===== src/rtl/gpio_event_arbiter_pkg.sv =====
`default_nettype none
// ============================================================================
// Module      : gpio_event_arbiter_pkg
// Description : Shared constants, channel state encoding and the round-robin
//               pick helper for the GPIO event arbiter.
//               Contents: source clock rate, default tick/press/release
//               constants, ch_state_e, rr_pick().
// Revision    : 1.0 - initial release
// ============================================================================
package gpio_event_arbiter_pkg;

  // Board source clock; default for the top-level CLK_HZ.
  localparam int unsigned C_SOURCE_CLK_HZ       = 50_000_000;
  localparam int unsigned C_DEF_TICK_HZ         = 1000;
  localparam int unsigned C_DEF_PRESS_TICKS     = 40;
  localparam int unsigned C_DEF_RELEASE_TICKS   = 20;

  // Width of the per-channel debounce counter (targets are <= 255).
  localparam int unsigned C_CNT_W               = 8;

  // Largest supported button count; sizes the pick helper.
  localparam int unsigned C_MAX_BTN             = 16;

  typedef enum logic {
    CH_IDLE = 1'b0,
    CH_HELD = 1'b1
  } ch_state_e;

  // Round-robin pick: first set bit of req scanning from last+1 upward,
  // wrapping at n. Result is {found, index[3:0]}.
  function automatic logic [4:0] rr_pick(input logic [C_MAX_BTN-1:0] req,
                                         input int unsigned          last,
                                         input int unsigned          n);
    logic [4:0]  res;
    int unsigned cand;
    res  = '0;
    cand = 0;
    for (int unsigned k = 1; k <= C_MAX_BTN; k++) begin
      if (k <= n) begin
        cand = (last + k) % n;
        if (!res[4] && req[cand[3:0]]) begin
          res = {1'b1, cand[3:0]};
        end
      end
    end
    return res;
  endfunction

endpackage
`default_nettype wire


===== src/rtl/gpio_event_arbiter_channel.sv =====
`default_nettype none
// ============================================================================
// Module      : gpio_event_arbiter_channel
// Description : One button channel: 2-flop synchroniser, IDLE/HELD debounce
//               state with a saturating-by-construction counter, and a
//               single-cycle press strobe.
//   src_clk   in  system clock
//   rst_n     in  synchronous reset, active low
//   btn_n     in  raw active-low button pin (asynchronous)
//   tick      in  debounce sample enable, one cycle wide
//   pressed   out debounced level, 1 = held
//   press_stb out one-cycle strobe on the tick that accepts a press
// Revision    : 1.0 - initial release
// ============================================================================
module gpio_event_arbiter_channel
  import gpio_event_arbiter_pkg::*;
#(
  parameter int unsigned PRESS_TICKS   = C_DEF_PRESS_TICKS,
  parameter int unsigned RELEASE_TICKS = C_DEF_RELEASE_TICKS
) (
  input  logic src_clk,
  input  logic rst_n,
  input  logic btn_n,
  input  logic tick,
  output logic pressed,
  output logic press_stb
);

  // Compare against target-1 so the counter returns to 0 instead of ever
  // holding the target value itself.
  localparam logic [C_CNT_W-1:0] C_PRESS_LAST   = C_CNT_W'(PRESS_TICKS - 1);
  localparam logic [C_CNT_W-1:0] C_RELEASE_LAST = C_CNT_W'(RELEASE_TICKS - 1);

  logic               sync1_q, sync1_d;
  logic               sync2_q, sync2_d;
  ch_state_e          state_q, state_d;
  logic [C_CNT_W-1:0] cnt_q,   cnt_d;

  always_comb begin
    sync1_d   = btn_n;
    sync2_d   = sync1_q;
    state_d   = state_q;
    cnt_d     = cnt_q;
    press_stb = 1'b0;
    if (tick) begin
      case (state_q)
        CH_IDLE: begin
          if (!sync2_q) begin
            if (cnt_q == C_PRESS_LAST) begin
              state_d   = CH_HELD;
              cnt_d     = '0;
              press_stb = 1'b1;
            end else begin
              cnt_d = cnt_q + C_CNT_W'(1);
            end
          end else begin
            cnt_d = '0;
          end
        end
        CH_HELD: begin
          if (sync2_q) begin
            if (cnt_q == C_RELEASE_LAST) begin
              state_d = CH_IDLE;
              cnt_d   = '0;
            end else begin
              cnt_d = cnt_q + C_CNT_W'(1);
            end
          end else begin
            cnt_d = '0;
          end
        end
        default: begin
          state_d = CH_IDLE;
          cnt_d   = '0;
        end
      endcase
    end
  end

  always_ff @(posedge src_clk) begin
    if (!rst_n) begin
      sync1_q <= 1'b1;
      sync2_q <= 1'b1;
      state_q <= CH_IDLE;
      cnt_q   <= '0;
    end else begin
      sync1_q <= sync1_d;
      sync2_q <= sync2_d;
      state_q <= state_d;
      cnt_q   <= cnt_d;
    end
  end

  assign pressed = (state_q == CH_HELD);

endmodule
`default_nettype wire


===== src/rtl/gpio_event_arbiter.sv =====
`default_nettype none
// ============================================================================
// Module      : gpio_event_arbiter
// Description : Debounces N_BTN active-low buttons on a shared tick and
//               round-robin arbitrates one event per press onto a
//               valid/ready stream.
//   src_clk     in  system clock (tick is only a clock enable)
//   rst_n       in  synchronous reset, active low
//   btn_n       in  raw button pins, active low
//   pressed     out debounced levels, 1 = held
//   evt_valid   out event presented on evt_idx
//   evt_ready   in  consumer accepts when evt_valid && evt_ready
//   evt_idx     out index of the pressed button
//   evt_overrun out one-cycle pulse: press while that button still pending
// Revision    : 1.0 - initial release
// ============================================================================
module gpio_event_arbiter
  import gpio_event_arbiter_pkg::*;
#(
  parameter int unsigned CLK_HZ        = C_SOURCE_CLK_HZ,
  parameter int unsigned TICK_HZ       = C_DEF_TICK_HZ,
  parameter int unsigned N_BTN         = 4,
  parameter int unsigned PRESS_TICKS   = C_DEF_PRESS_TICKS,
  parameter int unsigned RELEASE_TICKS = C_DEF_RELEASE_TICKS,
  parameter int unsigned IDX_W         = 2
) (
  input  logic             src_clk,
  input  logic             rst_n,
  input  logic [N_BTN-1:0] btn_n,
  output logic [N_BTN-1:0] pressed,
  output logic             evt_valid,
  input  logic             evt_ready,
  output logic [IDX_W-1:0] evt_idx,
  output logic             evt_overrun
);

  localparam int unsigned TICK_DIV = CLK_HZ / TICK_HZ;
  localparam int unsigned TC_W     = (TICK_DIV > 1) ? $clog2(TICK_DIV) : 1;
  localparam logic [TC_W-1:0] C_TICK_LAST = TC_W'(TICK_DIV - 1);

  logic [TC_W-1:0]  tick_cnt_q, tick_cnt_d;
  logic             w_tick;
  logic [N_BTN-1:0] w_stb;
  logic [N_BTN-1:0] pend_q, pend_d;
  logic [IDX_W-1:0] rr_q, rr_d;
  logic             evt_valid_q, evt_valid_d;
  logic [IDX_W-1:0] evt_idx_q, evt_idx_d;
  logic             evt_overrun_q, evt_overrun_d;
  logic [4:0]       w_pick;
  logic [N_BTN-1:0] w_clr;

  // Shared timebase
  assign w_tick = (tick_cnt_q == C_TICK_LAST);

  always_comb begin
    tick_cnt_d = w_tick ? '0 : tick_cnt_q + TC_W'(1);
  end

  genvar gi;
  generate
    for (gi = 0; gi < N_BTN; gi++) begin : g_chan
      gpio_event_arbiter_channel #(
        .PRESS_TICKS   (PRESS_TICKS),
        .RELEASE_TICKS (RELEASE_TICKS)
      ) u_chan (
        .src_clk   (src_clk),
        .rst_n     (rst_n),
        .btn_n     (btn_n[gi]),
        .tick      (w_tick),
        .pressed   (pressed[gi]),
        .press_stb (w_stb[gi])
      );
    end
  endgenerate

  // Arbiter and pending set. The output register reloads whenever it is
  // empty or being consumed; otherwise everything holds.
  always_comb begin
    w_pick        = rr_pick(C_MAX_BTN'(pend_q), 32'(rr_q), N_BTN);
    w_clr         = '0;
    rr_d          = rr_q;
    evt_valid_d   = evt_valid_q;
    evt_idx_d     = evt_idx_q;
    if (!evt_valid_q || evt_ready) begin
      if (w_pick[4]) begin
        evt_valid_d = 1'b1;
        evt_idx_d   = IDX_W'(w_pick[3:0]);
        rr_d        = IDX_W'(w_pick[3:0]);
        w_clr       = N_BTN'(1) << w_pick[3:0];
      end else begin
        evt_valid_d = 1'b0;
      end
    end
    // A strobe landing on the bit being cleared re-sets it, so the new
    // press survives.
    pend_d        = (pend_q & ~w_clr) | w_stb;
    evt_overrun_d = |(w_stb & pend_q);
  end

  always_ff @(posedge src_clk) begin
    if (!rst_n) begin
      tick_cnt_q    <= '0;
      pend_q        <= '0;
      rr_q          <= '0;
      evt_valid_q   <= 1'b0;
      evt_idx_q     <= '0;
      evt_overrun_q <= 1'b0;
    end else begin
      tick_cnt_q    <= tick_cnt_d;
      pend_q        <= pend_d;
      rr_q          <= rr_d;
      evt_valid_q   <= evt_valid_d;
      evt_idx_q     <= evt_idx_d;
      evt_overrun_q <= evt_overrun_d;
    end
  end

  assign evt_valid   = evt_valid_q;
  assign evt_idx     = evt_idx_q;
  assign evt_overrun = evt_overrun_q;

endmodule
`default_nettype wire


===== config.mk =====
export PLATFORM = sky130hd
export DESIGN_NAME = gpio_event_arbiter
export DESIGN_NICKNAME = d
export VERILOG_FILES = /design/src/rtl/gpio_event_arbiter_pkg.sv /design/src/rtl/gpio_event_arbiter_channel.sv /design/src/rtl/gpio_event_arbiter.sv
export SDC_FILE = /design/constraint.sdc
export NUM_CORES = 1
export LEC_CHECK = 0
export CORE_MARGIN = 8
export CORE_UTILIZATION = 30
export CTS_BUF_LIST = sky130_fd_sc_hd__clkbuf_4
export DETAILED_ROUTE_END_ITERATION = 16
export GPL_TIMING_DRIVEN = 0
export PLACE_DENSITY = 0.51
export SYNTH_ARGS = -nofsm -noshare
export SYNTH_HDL_FRONTEND = slang
export SYNTH_SLANG_ARGS = --single-unit

===== constraint.sdc =====
create_clock -name src_clk -period 2.1 [get_ports src_clk]
set_input_delay 0.315 -clock src_clk [delete_from_list [all_inputs] [get_ports src_clk]]
set_output_delay 0.315 -clock src_clk [all_outputs]
set_load 0.1 [all_outputs]

==> results of run 1 <==
## where the power goes
part           internal, mW  switching, mW  total [mW]
logic                0.0302         0.0626      0.0929
registers              1.30        0.00735        1.31
clock network         0.346          0.488       0.834
total                  1.68          0.558        2.24
## cell usage in the layout, fill, tap and decap left out, types with 4 or more instances in the layout
cell type                         count
sky130_fd_sc_hd__nor4_1               9
sky130_fd_sc_hd__nand2_1             36
sky130_fd_sc_hd__a21oi_1             31
sky130_fd_sc_hd__ha_1                 5
sky130_fd_sc_hd__nor2_1              30
sky130_fd_sc_hd__or2_2                8
sky130_fd_sc_hd__inv_1               13
sky130_fd_sc_hd__buf_4                7
sky130_fd_sc_hd__dfxtp_1             67
sky130_fd_sc_hd__clkbuf_1             9
sky130_fd_sc_hd__and2_1               5
sky130_fd_sc_hd__o31ai_1              5
sky130_fd_sc_hd__and3_1               5
sky130_fd_sc_hd__xor2_1               8
sky130_fd_sc_hd__o211ai_1            25
sky130_fd_sc_hd__nand4_1              7
sky130_fd_sc_hd__clkbuf_4            10
sky130_fd_sc_hd__nor3_1               4
sky130_fd_sc_hd__o21ai_0             13
sky130_fd_sc_hd__clkbuf_2             5
sky130_fd_sc_hd__clkdlybuf4s50_1      6
sky130_fd_sc_hd__and4_1               4
sky130_fd_sc_hd__nand2b_1            11
sky130_fd_sc_hd__o2111ai_1           16
sky130_fd_sc_hd__o221ai_1             6
sky130_fd_sc_hd__nand3_1             30
sky130_fd_sc_hd__or4_1               12
## worst paths after layout
check                      startpoint                         to
max                        evt_idx[0]                 evt_idx[0]
min          g_chan[2].u_chan.sync1_q   g_chan[2].u_chan.sync2_q
max reg2reg             tick_cnt_q[0]  g_chan[2].u_chan.cnt_q[3]
min reg2reg  g_chan[2].u_chan.sync1_q   g_chan[2].u_chan.sync2_q
## sequential cells by signal, indices dropped and copies added, names as in the netlist
name / flops
evt_idx: 2
evt_overrun: 1
evt_valid: 1
g_chan.u_chan.cnt_q: 32
g_chan.u_chan.pressed: 4
g_chan.u_chan.sync1_q: 4
g_chan.u_chan.sync2_q: 4
pend_q: 4
tick_cnt_q: 16
## through the flow
stage | util | cells | setup WS (ns) | setup TNS [ns]
after CTS | 0.341 | 606 | 0.0216 | 0
after global placement | 0.330 | 591 | -0.680 | -9.93
after global routing | 0.343 | 606 | 0.00480 | 0
after detailed placement | 0.330 | 591 | -0.710 | -10.48
final | 0.343 | 606 | 0.108 | 0
after floorplan | - | 430 | 0.0490 | 0
## routing by layer
metal  share of wire  vias up  track usage
met5               0        -            0
met4           0.020        0       0.0616
met3           0.041       14       0.0327
met2            0.48       66        0.204
met1            0.46     1616        0.159
li1                -     1693            -
## what timing repair did
action | in CTS | in global routing
endpoints found under the hold margin | 0 | 0
gates resized for setup | 18 | 17
cloned | 0 | 0
endpoints found under the setup margin | 18 | 47
## layout make-up
cell class | count | area [µm²] | area share
multi-input combinational | 322 | 2070 | 0.508
sequential | 68 | 1360 | 0.335
tap | 147 | 184 | 0.0452
buffer | 27 | 150 | 0.0369
timing repair buffer | 14 | 133 | 0.0326
clock buffer | 9 | 67.6 | 0.0166
clock inverter | 6 | 56.3 | 0.0138
inverter | 13 | 48.8 | 0.0120
## kinds of logic after synthesis
logic type	Yosys count	synth area share
AOI/OAI and AO/OA	121	0.239
adders and majority gates	5	0.0174
buffers and inverters	40	0.0519
and+or+nand+nor	185	0.286
DFF	68	0.379
xor gates and xnor gates	11	0.0268
==> reports/summary.log, run 1 <==
qor: drt.via_per_inst 5.59
qor: synthesis.ys_async_sr_fraction 0
qor: worst_setup_path.criticalPathCategory reg -> out
qor: clocking.post_cts_setup_inserts 0
qor: drt.vias_post_dr 3,389
qor: synthesis.synth-main-ff-cell sky130_fd_sc_hd__dfxtp_1
qor: die.initial_utilization 0.303
qor: synthesis.netlist.area_leader.share 0.379
qor: drt.number_of_nets_with_antenna_violations_after_detailed_routing 0
qor: synthesis.average_footprint_of_a_synthesized_cell 8.35 µm²
qor: synthesis.netlist_instances 430
qor: sta.fmax 0.502 GHz
qor: synthesis.synthesis.area 3590 µm²
qor: sta.layout_worst_path_cycle_share 0.949
qor: sta.hold_ws 0.419 ns
qor: worst_setup_path.worst_setup_end_kind output port
qor: sta.worst_clock_skew 0.0126 ns
qor: drt.dr_iter_0_viols 203
qor: global_route.grt_antenna_before_repair 0
qor: worst_setup_path.regToRegSetupSlack 0.15 ns
qor: worst_setup_path.max_stage_delay 0.86 ns
qor: synthesis.ys_seq_area_frac 0.379
qor: clocking.cts_htree_levels 3
qor: worst_setup_path.cp-start-kind flip-flop
qor: clocking.cts_made_buffers 9
qor: die.die-area 15,700 µm²
qor: drt.drt_drc_violations_left 0
qor: placement.detailedPlacementHpwl 6850 µm
qor: global_route.grtUsageTotal 0.128
qor: pwr.finalPower 2.24 mW
qor: die.floorplan.io_pins 15
qor: drt.routed_wire_length_per_instance 16.3 µm
qor: global_route.grt_overflow 0
qor: synthesis.synth-edff-count 0
qor: die.rows 40
qor: synthesis.synth_top_cells_by_area sky130_fd_sc_hd__dfxtp_1 (38%), sky130_fd_sc_hd__o211ai_1 (5.2%), sky130_fd_sc_hd__a21oi_1 (4.5%)
qor: clocking.clock_tree_from_tritoncts built
qor: placement.buffer_ports.inserted 14
qor: clocking.ctsHoldBuffers 0
qor: finish.final_cell_area 4070 µm²
qor: global_route.vias_in_the_first_global_route 3,236
qor: placement.gp_congestion 0.834
qor: clocking.cts_max_path_buffers 2
qor: drt.detailedRoute.firstPassIterationCount 4
qor: synthesis.synth_area_leader_cell sky130_fd_sc_hd__dfxtp_1
qor: worst_setup_path.worstPathBufferInverterCount 1
qor: clocking.cts.clk_slew.worst_paths 0.11 ns
qor: die.die_y 125 µm
qor: worst_setup_path.path_max_fanout 5
qor: flow_run.drv_cap 0
qor: outcome.run_status complete, no violations
qor: sta.finalHoldViolCount 0
qor: synthesis.netlist_top_cells_count sky130_fd_sc_hd__dfxtp_1 (68), sky130_fd_sc_hd__nand2_1 (36), sky130_fd_sc_hd__nor2_1 (33), sky130_fd_sc_hd__a21oi_1 (32), sky130_fd_sc_hd__nand3_1 (30)
qor: worst_setup_path.path_length_in_cells_of_the_critical_path 1
qor: worst_setup_path.critPathRequiredTime 1.78 ns
qor: placement.placed_area 3920 µm²
qor: synthesis.mappedNetlistNets 442
qor: sta.unrepaired_setup_endpoints_after_global_routing false
qor: pwr.maximum_ir_drop_on_the_vdd_rail 0.266 mV
qor: sta.count_of_final_max_slew_check_failures 0
qor: worst_setup_path.worst_ep_arrival_time 1.68 ns
qor: die.fp.dieW 125 µm
qor: worst_setup_path.worst_path_max_delay_cell sky130_fd_sc_hd__dlygate4sd2_1
qor: finish.fill_cells 1,250
qor: worst_setup_path.worstRegToRegCells 6
qor: global_route.grt_start_max_net_pins 12
qor: synthesis.leading_cell_type_by_number_of_instances_after_synthesis sky130_fd_sc_hd__dfxtp_1
qor: synthesis.ys_seq_elements 68
qor: finish.synthToLayoutAreaGrowth 13.4%
qor: pwr.power_density 549 nW/µm²
qor: clocking.clockRootBuffer sky130_fd_sc_hd__clkbuf_4
qor: sta.worst_tran_pin_value 0.965 ns
qor: synthesis.synthesis.yosys.warnings 0
qor: drt.detail_route.wirelength 9850 µm
qor: sta.post-route-min-period 1.99 ns
qor: sta.report.final.setup_viol 0
qor: sta.max-slew-margin-rel 0.359
qor: die.core_area 11,900 µm²
qor: clocking.clock_insertion_delay_worst_skew 0.44 ns
qor: finish.antenna_cells 0
qor: global_route.grt_first_pass_wirelength 16,400 µm
qor: min_path.worst_hold_path_depth 1
qor: min_path.holdCritPathClass reg -> reg
qor: clocking.clkSinkCount 68
qor: worst_setup_path.crit_chain dlygate4sd2_1
qor: finish.fin_nets 467
qor: worst_setup_path.critPathTopFamily buffers and inverters
qor: pwr.static-leakage-power 1.27 nW
qor: finish.final_layout_size_suffix_gt1_frac 0.118
qor: synthesis.post_synth_num_cell_types 52
Note: power is estimated with default switching activity, not from simulation.
==> inputs of run 2 (changes only) <==
CAP_MARGIN = 30   (was not set)
SKIP_LAST_GASP = 1   (was not set)
==> run 2 against run 1 <==
Against the previous run:
- combinational power about the same
- sequential share of layout area about the same
- clock power about the same
- clock-buffer cell count did not move
- maximum frequency up 0.13%
==> reports/summary.log, run 2 (synthesized netlist as in run 1, its figures left out) <==
qor: placement.buffer_ports.inserted 14 [unchanged]
qor: sta.count_of_final_max_slew_check_failures 0 [unchanged]
qor: sta.report.final.setup_viol 0 [unchanged]
qor: sta.post-route-min-period 1.99 ns [-0.00254 ns]
qor: sta.hold_ws 0.418 ns [-0.000188 ns]
qor: finish.mostFrequentLayoutCells sky130_fd_sc_hd__dfxtp_1 (67), sky130_fd_sc_hd__nand2_1 (36), sky130_fd_sc_hd__a21oi_1 (31)
qor: worst_setup_path.critPathRequiredTime 1.78 ns [about the same]
qor: clocking.cts_made_buffers 9 [unchanged]
qor: finish.layout.cells.most_common sky130_fd_sc_hd__dfxtp_1
qor: min_path.worst_hold_path_depth 1 [unchanged]
qor: clocking.post_cts_setup_inserts 0 [unchanged]
qor: clocking.clockRootBuffer sky130_fd_sc_hd__clkbuf_4
qor: worst_setup_path.crit_chain dlygate4sd2_1
qor: placement.gp_congestion 0.834 [unchanged]
qor: clocking.clock_tree_from_tritoncts built
qor: placement.post-place-ws -0.710 ns [unchanged]
qor: worst_setup_path.path_length_in_cells_of_the_critical_path 1 [unchanged]
qor: worst_setup_path.worstRegToRegCells 6 [unchanged]
qor: drt.dr_iter_0_viols 204 [+0.49%]
qor: pwr.maximum_ir_drop_on_the_vdd_rail 0.266 mV [-0.27%]
qor: placement.placed_cells_incl_taps 591 [unchanged]
qor: finish.final_layout_size_suffix_gt1_frac 0.118 [unchanged]
qor: placement.placed_area 3920 µm² [unchanged]
qor: die.die-area 15,700 µm² [unchanged]
qor: die.initial_utilization 0.303 [unchanged]
qor: worst_setup_path.r2r_start tick_cnt_q[0]
qor: global_route.grt_overflow 0 [unchanged]
qor: global_route.vias_in_the_first_global_route 3,236 [unchanged]
qor: worst_setup_path.worst_path_max_delay_cell sky130_fd_sc_hd__dlygate4sd2_1
qor: sta.finalHoldViolCount 0 [unchanged]
qor: global_route.grtUsageTotal 0.128 [unchanged]
qor: sta.layout_worst_path_cycle_share 0.947 [-0.00121]
qor: pwr.static-leakage-power 1.27 nW [-0.26%]
qor: finish.antenna_cells 0 [unchanged]
qor: drt.detailedRoute.firstPassIterationCount 4 [unchanged]
qor: finish.fin_nets 467 [unchanged]
qor: clocking.cts_max_path_buffers 2 [unchanged]
qor: worst_setup_path.worst_setup_end_kind output port
qor: clocking.clock_insertion_delay_worst_skew 0.44 ns [about the same]
qor: worst_setup_path.regToRegSetupSlack 0.12 ns [-0.03 ns]
qor: clocking.ctsHoldBuffers 0 [unchanged]
qor: min_path.min_to g_chan[2].u_chan.sync2_q
qor: outcome.run_status complete, no violations
qor: sta.fin_tns_setup 0 ns [unchanged]
qor: clocking.cts.clk_slew.worst_paths 0.11 ns [about the same]
qor: clocking.clkSinkCount 68 [unchanged]
qor: sta.max-slew-margin-rel 0.359 [about the same]
qor: finish.top_register g_chan.u_chan.cnt_q
qor: die.die_y 125 µm [unchanged]
qor: worst_setup_path.cp-start-kind flip-flop
qor: sta.worst_clock_skew 0.0129 ns [+0.000338 ns]
qor: worst_setup_path.reg_to_reg_end g_chan[1].u_chan.cnt_q[6]
qor: sta.worst_tran_pin_value 0.965 ns [-0.00000173 ns]
qor: global_route.grt_start_max_net_pins 12 [unchanged]
qor: finish.largest_reg_flops 32 [unchanged]
qor: min_path.hold_start g_chan[2].u_chan.sync1_q
qor: global_route.grt_first_pass_wirelength 16,400 µm [unchanged]
qor: sta.final.setup.worst_slack 0.111 ns [+0.00254 ns]
qor: finish.final_cell_area 4070 µm² [-0.12%]
qor: sta.unrepaired_setup_endpoints_after_global_routing true
qor: worst_setup_path.critPathTopFamily buffers and inverters
qor: drt.detail_route.wirelength 9870 µm [+0.20%]
qor: drt.via_per_inst 5.60 [+0.15%]
qor: finish.reg_top3 g_chan.u_chan.cnt_q (32), tick_cnt_q (16)
qor: pwr.finalPower 2.24 mW [about the same]
qor: worst_setup_path.worst_ep_arrival_time 1.67 ns [about the same]
qor: clocking.cts_repair_resize_count 17 [-1]
qor: min_path.holdCritPathClass reg -> reg
qor: finish.layout_cells_excl_fill 606 [unchanged]
qor: global_route.grt_antenna_before_repair 0 [unchanged]
qor: clocking.cts_htree_levels 3 [unchanged]
qor: die.floorplan.io_pins 15 [unchanged]
qor: pwr.power_density 550 nW/µm² [+0.15%]
qor: drt.drt_drc_violations_left 0 [unchanged]
qor: die.rows 40 [unchanged]
qor: placement.detailedPlacementHpwl 6850 µm [unchanged]
qor: drt.number_of_nets_with_antenna_violations_after_detailed_routing 0 [unchanged]
qor: worst_setup_path.max_stage_delay 0.86 ns [about the same]
qor: drt.routed_wire_length_per_instance 16.3 µm [+0.20%]
qor: worst_setup_path.crit_start evt_idx[0]
qor: drt.vias_post_dr 3,394 [+0.15%]
qor: die.core_area 11,900 µm² [unchanged]
qor: worst_setup_path.path_max_fanout 5 [unchanged]
qor: worst_setup_path.worstPathBufferInverterCount 1 [unchanged]
qor: finish.synthToLayoutAreaGrowth 13.3%
qor: worst_setup_path.criticalPathCategory reg -> out
qor: flow_run.drv_cap 0 [unchanged]
qor: die.fp.dieW 125 µm [unchanged]
qor: sta.fmax 0.503 GHz [+0.13%]
qor: finish.finish.utilization 0.343 [-0.000422]
==> run 2: cell count changes in the layout (fill, tap and decap cells not counted) <==
cell	delta
sky130_fd_sc_hd__clkbuf_4	+1
sky130_fd_sc_hd__buf_2	+1
sky130_fd_sc_hd__clkbuf_2	+1
sky130_fd_sc_hd__buf_4	-3
==> run 2: layer usage <==
metal,up-vias,part of all wire,global-route usage
met5,-,0,0
met4,0,0.014,0.0616
li1,1692,-,-
met3,11,0.037,0.0327
met2,68,0.48,0.204
met1,1623,0.46,0.159
==> run 2: how the worst max path moves through the flow <==
stage	end
2_1_floorplan	pend_q[2]
3_3_place_gp	tick_cnt_q[2]
3_5_place_dp	g_chan[0].u_chan.cnt_q[1]
4_1_cts	pressed[3]
5_1_grt	g_chan[1].u_chan.cnt_q[6]
6_report	evt_idx[0]
==> run 2: final cells by class <==
type | instances | area (µm²)
timing repair buffer | 14 | 130
inverter | 13 | 48.8
clock buffer | 9 | 67.6
tap | 147 | 184
sequential | 68 | 1360
multi-input combinational | 322 | 2070
fill | 1251 | 7790
clock inverter | 6 | 56.3
buffer | 27 | 148
==> run 2: where the power goes <==
group	switching [mW]	leakage (nW)	internal [mW]
combinational	0.0625	0.646	0.0302
clock	0.489	0.0690	0.346
sequential	0.00738	0.551	1.30
total	0.558	1.27	1.68
==> inputs of run 3 (changes only) <==
DONT_BUFFER_PORTS = 1   (was not set)
PLACE_DENSITY = 0.5   (was 0.51)
==> run 3 against run 2 <==
Against the previous run:
- setup slack improved by 0.026 ns
- critical endpoint is now g_chan[2].u_chan.cnt_q[7]
- global-route usage increased by 0.25 points
- combinational power decreased by 6.5%
- sequential cell count unchanged
- largest cell class unchanged
==> reports/summary.log, run 3 (synthesized netlist as in run 1, its figures left out) <==
qor: sta.max-slew-margin-rel 0.337 [-0.0222]
qor: worst_setup_path.r2r_start g_chan[2].u_chan.cnt_q[0]
qor: min_path.min_to evt_valid
qor: finish.mostFrequentLayoutCells sky130_fd_sc_hd__dfxtp_1 (67), sky130_fd_sc_hd__nand2_1 (36), sky130_fd_sc_hd__nor2_1 (30), sky130_fd_sc_hd__nand3_1 (30), sky130_fd_sc_hd__a21oi_1 (29)
qor: placement.placed_area 3800 µm² [-2.9%]
qor: finish.layout.cells.most_common sky130_fd_sc_hd__dfxtp_1
qor: worst_setup_path.critPathRequiredTime 2.40 ns [+0.62 ns]
qor: sta.fmax 0.509 GHz [+1.3%]
qor: finish.fin_nets 458 [-1.9%]
qor: die.rows 40 [unchanged]
qor: outcome.run_status complete, no violations
qor: drt.routed-wl-met2 4730 µm [-0.92%]
qor: clocking.clock_insertion_delay_worst_skew 0.43 ns [about the same]
qor: finish.largest_reg_flops 32 [unchanged]
qor: die.fp.dieW 125 µm [unchanged]
qor: worst_setup_path.worst_setup_end_kind flip-flop
qor: finish.final_cell_area 4010 µm² [-1.4%]
qor: drt.dr_iter_0_viols 151 [-26%]
qor: worst_setup_path.criticalPathCategory reg -> reg
qor: worst_setup_path.cp-start-kind flip-flop
qor: sta.post-route-min-period 1.96 ns [-0.0255 ns]
qor: global_route.grt_overflow 0 [unchanged]
qor: worst_setup_path.crit_chain ha_1, nor4bb_1, a21oi_2, nor2_2, o211ai_1
qor: pwr.finalPower 2.14 mW [-4.2%]
qor: clocking.clockRootBuffer sky130_fd_sc_hd__clkbuf_4
qor: placement.gp_congestion 0.772 [-7.5%]
qor: worst_setup_path.worst_path_max_delay_cell sky130_fd_sc_hd__nor4bb_1
qor: drt.number_of_nets_with_antenna_violations_after_detailed_routing 0 [unchanged]
qor: drt.dr.max_layer_used met4
qor: worst_setup_path.critPathTopFamily simple AND/OR/NAND/NOR gates
qor: pwr.power_density 534 nW/µm² [-2.8%]
qor: worst_setup_path.regToRegSetupSlack 0.14 ns [+0.02 ns]
qor: global_route.grtUsageTotal 0.131 [+0.00249]
qor: min_path.worst_hold_path_depth 2 [+1]
qor: die.initial_utilization 0.303 [unchanged]
qor: placement.post-place-ws -0.213 ns [+0.497 ns]
qor: drt.wirelength_met1 4670 µm [+1.8%]
qor: clocking.post_cts_setup_inserts 0 [unchanged]
qor: drt.met3_wirelength 424 µm [+16%]
qor: global_route.grt_start_max_net_pins 12 [unchanged]
qor: clocking.cts_htree_levels 3 [unchanged]
qor: clocking.cts.clk_slew.worst_paths 0.12 ns [about the same]
qor: finish.final_layout_size_suffix_gt1_frac 0.120 [+0.00209]
qor: min_path.hold_start evt_ready
qor: drt.vias_post_dr 3,357 [-1.1%]
qor: min_path.holdCritPathClass in -> reg
qor: die.floorplan.io_pins 15 [unchanged]
qor: global_route.grt_antenna_before_repair 1 [+1]
qor: worst_setup_path.worstPathBufferInverterCount 0 [-1]
qor: die.die-area 15,700 µm² [unchanged]
qor: worst_setup_path.worstRegToRegCells 5 [-1]
qor: finish.synthToLayoutAreaGrowth 11.7%
qor: sta.final.setup.worst_slack 0.136 ns [+0.0255 ns]
qor: global_route.grt_first_pass_wirelength 16,800 µm [+2.7%]
qor: drt.drt_drc_violations_left 0 [unchanged]
qor: clocking.cts_max_path_buffers 2 [unchanged]
qor: placement.buffer_ports.inserted 0 [-14]
qor: worst_setup_path.max_stage_delay 0.49 ns [-0.37 ns]
qor: flow_run.drv_cap 0 [unchanged]
qor: drt.via_per_inst 5.60 [about the same]
qor: sta.layout_worst_path_cycle_share 0.935 [-0.0122]
qor: sta.unrepaired_setup_endpoints_after_global_routing false
qor: sta.count_of_final_max_slew_check_failures 0 [unchanged]
qor: clocking.clock_tree_from_tritoncts built
qor: pwr.maximum_ir_drop_on_the_vdd_rail 0.218 mV [-18%]
qor: die.core_area 11,900 µm² [unchanged]
qor: placement.detailedPlacementHpwl 6990 µm [+2.0%]
qor: worst_setup_path.reg_to_reg_end g_chan[2].u_chan.cnt_q[7]
qor: clocking.cts_made_buffers 9 [unchanged]
qor: sta.finalHoldViolCount 0 [unchanged]
qor: worst_setup_path.worst_ep_arrival_time 2.26 ns [+0.59 ns]
qor: sta.report.final.setup_viol 0 [unchanged]
qor: sta.worst_clock_skew 0.0158 ns [+0.00295 ns]
qor: sta.worst_tran_pin_value 0.993 ns [+0.0281 ns]
qor: drt.detailedRoute.firstPassIterationCount 4 [unchanged]
qor: drt.routed_wire_length_per_instance 16.7 µm [+2.7%]
qor: clocking.clkSinkCount 68 [unchanged]
qor: finish.top_register g_chan.u_chan.cnt_q
qor: worst_setup_path.path_max_fanout 9 [+4]
qor: drt.detail_route.wirelength 10,000 µm [+1.6%]
qor: pwr.static-leakage-power 1.21 nW [-4.1%]
qor: finish.finish.utilization 0.338 [-0.00475]
qor: finish.reg_top3 g_chan.u_chan.cnt_q (32), tick_cnt_q (16)
qor: die.die_y 125 µm [unchanged]
qor: global_route.vias_in_the_first_global_route 3,273 [+1.1%]
-- run 3: area by class of cell --
type | instances | area [µm²]
Fill cell | 1249 | 7850
Multi-Input combinational cell | 322 | 2090
Antenna cell | 1 | 2.50
Clock buffer | 11 | 82.6
Sequential cell | 68 | 1370
Timing Repair Buffer | 5 | 67.6
Inverter | 13 | 48.8
Buffer | 27 | 146
Clock inverter | 5 | 28.8
Tap cell | 147 | 184
-- run 3: how the worst max path moves through the flow --
| stage | startpoint | endpoint | slack, ns | cells after the start |
|---|---|---|---|---|
| after detailed placement | rst_n | g_chan[1].u_chan.cnt_q[1] | -0.21 | 5 |
| after global routing | tick_cnt_q[0] | g_chan[1].u_chan.cnt_q[6] | 0.02 | 6 |
| after global placement | rst_n | tick_cnt_q[2] | -0.19 | 5 |
| after CTS | tick_cnt_q[0] | tick_cnt_q[6] | 0.01 | 7 |
| final | g_chan[2].u_chan.cnt_q[0] | g_chan[2].u_chan.cnt_q[7] | 0.14 | 5 |
| after floorplan | evt_idx[1] | pend_q[2] | 0.05 | 4 |
-- run 3: worst reg2reg max path: cells and delay by family, from the launching register on --
kind / cells / cell delay [ns]
DFF: 1 / 0.42
and+or+nand+nor: 2 / 0.77
AOI/OAI and AO/OA: 2 / 0.37
adders and majority gates: 1 / 0.27
-- run 3: per-layer routing --
layer | vias up | global-route usage
met1 | 1614 | 0.160
met5 | - | 0
met3 | 14 | 0.0314
li1 | 1679 | -
met4 | 0 | 0.0552
met2 | 50 | 0.215
-- run 3: report_power, final --
| group | leakage (nW) | internal (mW) | switching [mW] |
|---|---|---|---|
| sequential | 0.551 | 1.30 | 0.00763 |
| combinational | 0.603 | 0.0254 | 0.0613 |
| clock | 0.0603 | 0.262 | 0.486 |
-- run 3: repair_timing --
item / 4_1_cts / 5_1_grt
hold buffers: 4 / 0
gates resized for setup: 1 / 19
pin swaps: 0 / 0
endpoints found under the hold margin: 4 / 0
endpoints found under the setup margin: 2 / 42
-- run 3: through the flow --
step,hold slack [ns],instances,setup TNS (ns)
floorplan,0.386,430,0
global placement,0.396,577,-1.84
finish,0.0821,599,0
global route,0.0652,599,0
CTS,0.0379,598,0
detailed placement,0.397,578,-1.80
